==> config.mk <==
export PLATFORM = sky130hd
export DESIGN_NAME = seq_detect_param
export DESIGN_NICKNAME = d
export VERILOG_FILES = /design/src/rtl/seq_detect_pkg.sv /design/src/rtl/seq_match_cnt.sv /design/src/rtl/seq_detect_param.sv
export SDC_FILE = /design/constraint.sdc
export NUM_CORES = 1
export LEC_CHECK = 0
export ABC_AREA = 0
export CORE_UTILIZATION = 49
export CTS_CLUSTER_DIAMETER = 50
export DETAILED_ROUTE_END_ITERATION = 6
export HOLD_SLACK_MARGIN = 0.06
export PLACE_DENSITY = 0.74
export SLEW_MARGIN = 20
export SYNTH_ARGS = -nofsm -noshare
export SYNTH_HDL_FRONTEND = slang
export SYNTH_HIERARCHICAL = 1
export SYNTH_SLANG_ARGS = --single-unit
export TNS_END_PERCENT = 20
==> constraint.sdc <==
create_clock -name clk -period 2.9 [get_ports clk]
set_input_delay 0.58 -clock clk [delete_from_list [all_inputs] [get_ports clk]]
set_output_delay 0.58 -clock clk [all_outputs]
set_load 0.05 [all_outputs]
==> src/rtl/seq_detect_pkg.sv <==
// seq_detect_pkg: shared defaults, mode constants and length-mask helper for seq_detect_param
package seq_detect_pkg;
  localparam int PAT_W_DEF = 8;
  localparam int LEN_W_DEF = 4;
  localparam int CNT_W_DEF = 16;
  localparam int MASK_W = 64;
  localparam logic MODE_OVERLAP = 1'b1;
  localparam logic MODE_RESTART = 1'b0;
  function automatic logic [MASK_W-1:0] lenmask(input int unsigned n);
    return (MASK_W'(1) << n) - MASK_W'(1);
  endfunction
endpackage

==> src/rtl/seq_match_cnt.sv <==
// seq_match_cnt: saturating event counter with synchronous clear (clear beats increment)
module seq_match_cnt #(
  parameter int CNT_W = 16
) (
  input  logic             clk,
  input  logic             rst,
  input  logic             inc,
  input  logic             clr,
  output logic [CNT_W-1:0] cnt
);
  logic [CNT_W-1:0] cnt_q, cnt_d;
  assign cnt_d = clr ? '0 : (inc && cnt_q != '1) ? cnt_q + CNT_W'(1) : cnt_q;
  assign cnt = cnt_q;
  // counter register
  always_ff @(posedge clk) cnt_q <= rst ? '0 : cnt_d;
endmodule

==> src/rtl/seq_detect_param.sv <==
// seq_detect_param: runtime-loaded masked serial pattern detector; SEQ_MATCH_CNT_EN adds match_cnt/cnt_clr
module seq_detect_param
  import seq_detect_pkg::*;
#(
  parameter int PAT_W = PAT_W_DEF,
  parameter int LEN_W = LEN_W_DEF
`ifdef SEQ_MATCH_CNT_EN
  ,
  parameter int CNT_W = CNT_W_DEF
`endif
) (
  input  logic             clk,
  input  logic             rst,
  input  logic             x_valid,
  input  logic             x,
  input  logic             cfg_load,
  input  logic [PAT_W-1:0] cfg_pattern,
  input  logic [PAT_W-1:0] cfg_mask,
  input  logic [LEN_W-1:0] cfg_len,
  input  logic             cfg_overlap,
`ifdef SEQ_MATCH_CNT_EN
  input  logic             cnt_clr,
  output logic [CNT_W-1:0] match_cnt,
`endif
  output logic             y
);
  logic [PAT_W-1:0] hist_q, hist_d, pat_q, mask_q, lm, hist_sh;
  logic [LEN_W-1:0] fill_q, fill_d, fill_inc, len_q;
  logic             ovl_q, y_q, y_d, len_ok, hit;
  assign lm = PAT_W'(lenmask(32'(len_q)));
  assign hist_sh = {hist_q[PAT_W-2:0], x};
  assign fill_inc = fill_q == LEN_W'(PAT_W) ? fill_q : fill_q + LEN_W'(1);
  assign len_ok = len_q != '0 && len_q <= LEN_W'(PAT_W);
  assign hit = x_valid && len_ok && ((hist_sh ^ pat_q) & mask_q & lm) == '0 && fill_inc >= len_q;
  // next state: a load clears history and drops any bit arriving with it; restart mode refills after a hit
  always_comb begin
    hist_d = cfg_load ? '0 : x_valid ? hist_sh : hist_q;
    fill_d = cfg_load ? '0 : !x_valid ? fill_q : (hit && ovl_q == MODE_RESTART) ? '0 : fill_inc;
    y_d = !cfg_load && hit;
  end
  // state and configuration registers
  always_ff @(posedge clk) begin
    if (rst) begin
      hist_q <= '0;
      fill_q <= '0;
      pat_q  <= '0;
      mask_q <= '0;
      len_q  <= '0;
      ovl_q  <= MODE_RESTART;
      y_q    <= 1'b0;
    end else begin
      hist_q <= hist_d;
      fill_q <= fill_d;
      y_q    <= y_d;
      if (cfg_load) begin
        pat_q  <= cfg_pattern;
        mask_q <= cfg_mask;
        len_q  <= cfg_len;
        ovl_q  <= cfg_overlap;
      end
    end
  end
  assign y = y_q;
`ifdef SEQ_MATCH_CNT_EN
  seq_match_cnt #(.CNT_W(CNT_W)) u_cnt (
    .clk(clk),
    .rst(rst),
    .inc(y_q),
    .clr(cnt_clr),
    .cnt(match_cnt)
  );
`endif
endmodule

Word-level counts from Yosys, hierarchy flattened
Cells that the tools add are included.

Shifts and indexed selects: 1. Multiplexer cells: 2. $add $sub $neg: 2. Multiply operators: 0. Eq/ne operators: 1. Reductions and logical operators: 10. Bitwise gates (word level): 4. Divide/modulo/power cells: 0. Order comparisons: 2.

Operator list (count): 8-bit bitwise AND (2); 8-bit zero test (1); 4-bit 2-to-1 mux (2); 1-bit by 4-bit left shift with 8-bit output (first input constant) (1); 8-bit by 2-bit subtractor with 8-bit output (second input constant) (1); 8-bit bitwise XOR (1); 1-bit logical AND (6); 4-bit by 1-bit adder with 4-bit output (second input constant) (1); 4-bit == test (second input constant) (1); 4-bit >= comparator (1); 4-bit <= comparator (second input constant) (1); 4-bit nonzero test (1); 2-bit OR reduction (1); 1-bit zero test (1); 1-bit inverter (1).

Logic and storage cells: 29. ROM bits: 0. Register bits: 33. Memories kept: 0. RAM bits: 0. Bits in latches: 0.

Logic depth before layout (Yosys ltp)
Word-level depth: 8. Gate-level depth with buffers: 11. Mapped depth without buffers: 11.

Worst setup path before layout
No wires, ideal clock.

Kind: register to register. Start: reg fill_q[0]. End: reg fill_q[1]. Path slack: 0.525 ns. Clock period less this slack: 2.375 ns. Stages on the path, launching flop included: 11. Library setup time: 0.137 ns. Arrival time: 2.238 ns. Path through: dfxtp_1 inv_1 ha_1 a31oi_1 ha_1 o21a_1 o32ai_1 a311o_1 or4_4 nor3_4 o32ai_1.

Word-level cells in the longest chain between the ends: 6.

RTL lines: start, declared (RTL line seq_detect_param.sv:28) `logic [LEN_W-1:0] fill_q, fill_d, fill_inc, len_q;`; start signal, assigned (RTL line seq_detect_param.sv:53) `fill_q <= fill_d;`; 4-bit by 1-bit adder with 4-bit output / 4-bit == test (equally long branches) (RTL line seq_detect_param.sv:32) `assign fill_inc = fill_q == LEN_W'(PAT_W) ? fill_q : fill_q + LEN_W'(1);`; 4-bit 2-to-1 mux (*) (RTL line seq_detect_param.sv:32); 4-bit >= comparator (RTL line seq_detect_param.sv:34) `assign hit = x_valid && len_ok && ((hist_sh ^ pat_q) & mask_q & lm) == '0 && fill_inc >= len_q;`; 1-bit logical AND (RTL line seq_detect_param.sv:34); 1-bit logical AND (RTL line seq_detect_param.sv:38) `fill_d = cfg_load ? '0 : !x_valid ? fill_q : (hit && ovl_q == MODE_RESTART) ? '0 : fill_inc;`; 4-bit 2-to-1 mux (*) (RTL line seq_detect_param.sv:38).

Every way passes the cells marked *; elsewhere a longest branch is shown, timed or not. A chain may end at the register's enable or synchronous reset.

Worst setup path after layout
Start: reg fill_q[0]. End: reg fill_q[2].

The elaborated chain is that of the path after synthesis.

==> summary.md <==
| Metric | Value |
|---|---|
| Status | `finished, final reports clean` |
| Async SR Flop Fraction | `0` |
| Min cycle time layout | `2.59 ns` |
| Fin crit share | `0.891` |
| DP HPWL | `2.40 mm` |
| 1st-iter DRT viols | `65` |
| Compound-gate portion of the synthesized area | `0.0727` |
| Post-CTS setup buffer count | `0` |
| Peak VDD IR | `0.348 mV` |
| XOR/XNOR Fraction of Synth Area | `0.0689` |
| Initial DRT Pass Iterations | `4` |
| Area delta synth->final | `22.7%` |
| Total number of vias | `1260` |
| Met3 usage | `0.0671` |
| Top cell type's share of synthesized area | `0.404` |
| CP startpoint kind | `flop` |
| Via/cell ratio | `5.21` |
| Design Power | `992 uW` |
| Hold crit path type | `reg2reg` |
| Routed Antenna Nets | `0` |
| Post-synthesis cell type count | `33` |
| Vias in the first global route | `1270` |
| GRT busiest layer | `met2` |
| Post-Syn Nets | `204` |
| Die Ht | `59.7 um` |
| Post-synth EDFFs | `0` |
| Least-Margin Pin Slew | `0.497 ns` |
| Seq/Total Area, Yosys | `0.404` |
| CP Capture Type | `flop` |
| Largest net degree at the start of global routing | `24` |
| Main combinational cell family by area after synthesis | `multiplexers` |
| CTS resizes | `0` |
| Simple-gate share of the synthesized area | `0.170` |
| Ant diodes | `0` |
| Starting density of the core | `0.527` |
| Post-synthesis mux area share | `0.178` |
| CP Max Fanout | `7` |
| IO Port Bufs | `26` |
| #FFs+latches synth | `33` |
| DR WL/cell | `12.9 um` |
| Floorplan row count | `20` |
| Worst path required time | `3.10 ns` |
| Final setup vio count | `0` |
| CTS buffer count | `5` |
| Share of cells above drive strength 1 | `0.0808` |
| Synth Instances | `171` |
| Max Root-Sink Buffers | `2` |
| Commonest non-fill, non-tap cells in the layout | `nor2_1, dfxtp_1, mux2i_1, clkdlybuf4s50_1, nand3_1` |
| Top Ports | `27` |
| CTS root buffer | `clkbuf_4` |
| CTS Sinks | `33` |
| Antenna violations before repair | `0` |
| Final hold violation count | `0` |
| Yosys warnings | `6` |
| Top FF cell, synth | `dfxtp_1` |
| Synthesized area per cell | `9.56 um2` |
| Pleak | `0.845 nW` |
| # nets final | `230` |
| Routed wire length | `3.13 mm` |
| Worst skew pair latency | `0.33 ns` |
| Most common cell after layout, fill and taps aside | `nor2_1` |
| GRT Overall Usage | `0.208` |
| Met2 Use GR | `0.351` |
| GRT met1 Usage | `0.237` |
| Setup CP Type | `reg2reg` |
| Routability congestion estimate | `0.811` |
| # hold bufs at CTS | `0` |
| Setup TNS Final | `0 ns` |
| CTS tree | `built` |
| Max H-tree Level | `2` |
| Yosys top cell by area | `dfxtp_1` |
| Die width | `59.7 um` |
| Mapped Area | `1630 um2` |
| Fmax | `0.387 GHz` |
| Die area | `3570 um2` |
| Critical Path AT | `2.79 ns` |
| Clock Skew | `0.0102 ns` |
| Max Slew Vio Count | `0` |
| First-pass GRT wire length | `5.45 mm` |
| Most area-consuming cells after synthesis | `dfxtp_1, mux2i_1, nor2_1` |
| Pwr/cell area | `495 nW/um2` |
| Global route overflow | `0` |
| Worst-path clk slew | `0.10 ns` |
| RSZ-0062 raised after global routing | `false` |
| DRC errors left | `0` |
| Max transition margin | `0.668` |
| Max cap viols | `0` |
| Post-Synth Adder-Cell Area | `0.0536` |
| Core box area | `3100 um2` |
==> sequential cells by signal (all words and copies together) (netlist names) <==
name	count
mask_q	8
pat_q	8
hist_q	7
fill_q	4
len_q	4
ovl_q	1
y	1
==> logic make-up after synthesis <==
| logic type | Yosys count |
|---|---|
| buffers and inverters | 18 |
| flip-flops | 33 |
| AO/OA/AOI/OAI | 16 |
| AND/OR/NAND/NOR | 56 |
| multiplexers | 29 |
| adder cells (fa/ha/maj) | 7 |
| XOR/XNOR | 12 |
==> worst max-delay path, cell delays in order (launching register included) <==
cell,delay (ns)
dfxtp_1,0.45
inv_1,0.07
ha_1,0.21
a31oi_1,0.24
ha_1,0.21
o21a_1,0.13
o32ai_1,0.07
a311o_1,0.27
or4_4,0.50
nor3_4,0.18
o32ai_1,0.13
==> power breakdown <==
part / internal [mW] / switching, mW / total [mW] / leakage [nW]
sequential: 0.472 / 0.0216 / 0.494 / 0.270
clock: 0.206 / 0.154 / 0.360 / 0.0455
combinational: 0.0789 / 0.0598 / 0.139 / 0.529
==> per-layer routing <==
metal	share of wire	vias to the layer above	wire length, um
met1	0.45	584	1390
met4	0.0077	0	24
met3	0.048	2	150
met5	0	-	0
met2	0.50	27	1560
li1	-	647	-
==> final timing paths <==
kind / from / end / slack, ns / cells after the start
min: mask_q[7] / mask_q[7] / 0.51 / 2
max: fill_q[0] / fill_q[2] / 0.31 / 10
min reg2reg: mask_q[7] / mask_q[7] / 0.51 / 2
max reg2reg: fill_q[0] / fill_q[2] / 0.31 / 10
==> metrics by stage <==
step | cells | util | area, um2 | setup slack (ns) | hold WS, ns
after detailed placement | 234 | 0.619 | 1920 | 0.354 | 0.490
after floorplan | 171 | - | 1630 | 0.525 | 0.453
final | 242 | 0.646 | 2000 | 0.315 | 0.506
after global routing | 242 | 0.646 | 2000 | 0.181 | 0.554
after global placement | 234 | 0.619 | 1920 | 0.438 | 0.474
after CTS | 242 | 0.646 | 2000 | 0.336 | 0.516
==> synthesized netlist by cell type, types with 2 or more instances <==
| cell type | count |
|---|---|
| dfxtp_1 | 33 |
| buf_6 | 2 |
| nor3_1 | 2 |
| xnor2_1 | 5 |
| nor4_1 | 2 |
| xor2_1 | 6 |
| nand3_1 | 8 |
| nand2_1 | 2 |
| a21oi_1 | 3 |
| mux2i_1 | 29 |
| nand4_1 | 2 |
| o32ai_1 | 3 |
| clkbuf_1 | 7 |
| ha_1 | 7 |
| inv_1 | 7 |
| o21ai_0 | 2 |
| nor2_1 | 35 |
==> final cells by class <==
type                            instances  area (um2)
Fill cell                             279        1100
Multi-Input combinational cell        120         887
Sequential cell                        33         661
Timing Repair Buffer                   30         290
Clock buffer                            7        55.1
Tap cell                               44        55.1
Clock inverter                          1        30.0
Inverter                                7        26.3
Note: power is estimated with default switching activity, not from simulation.
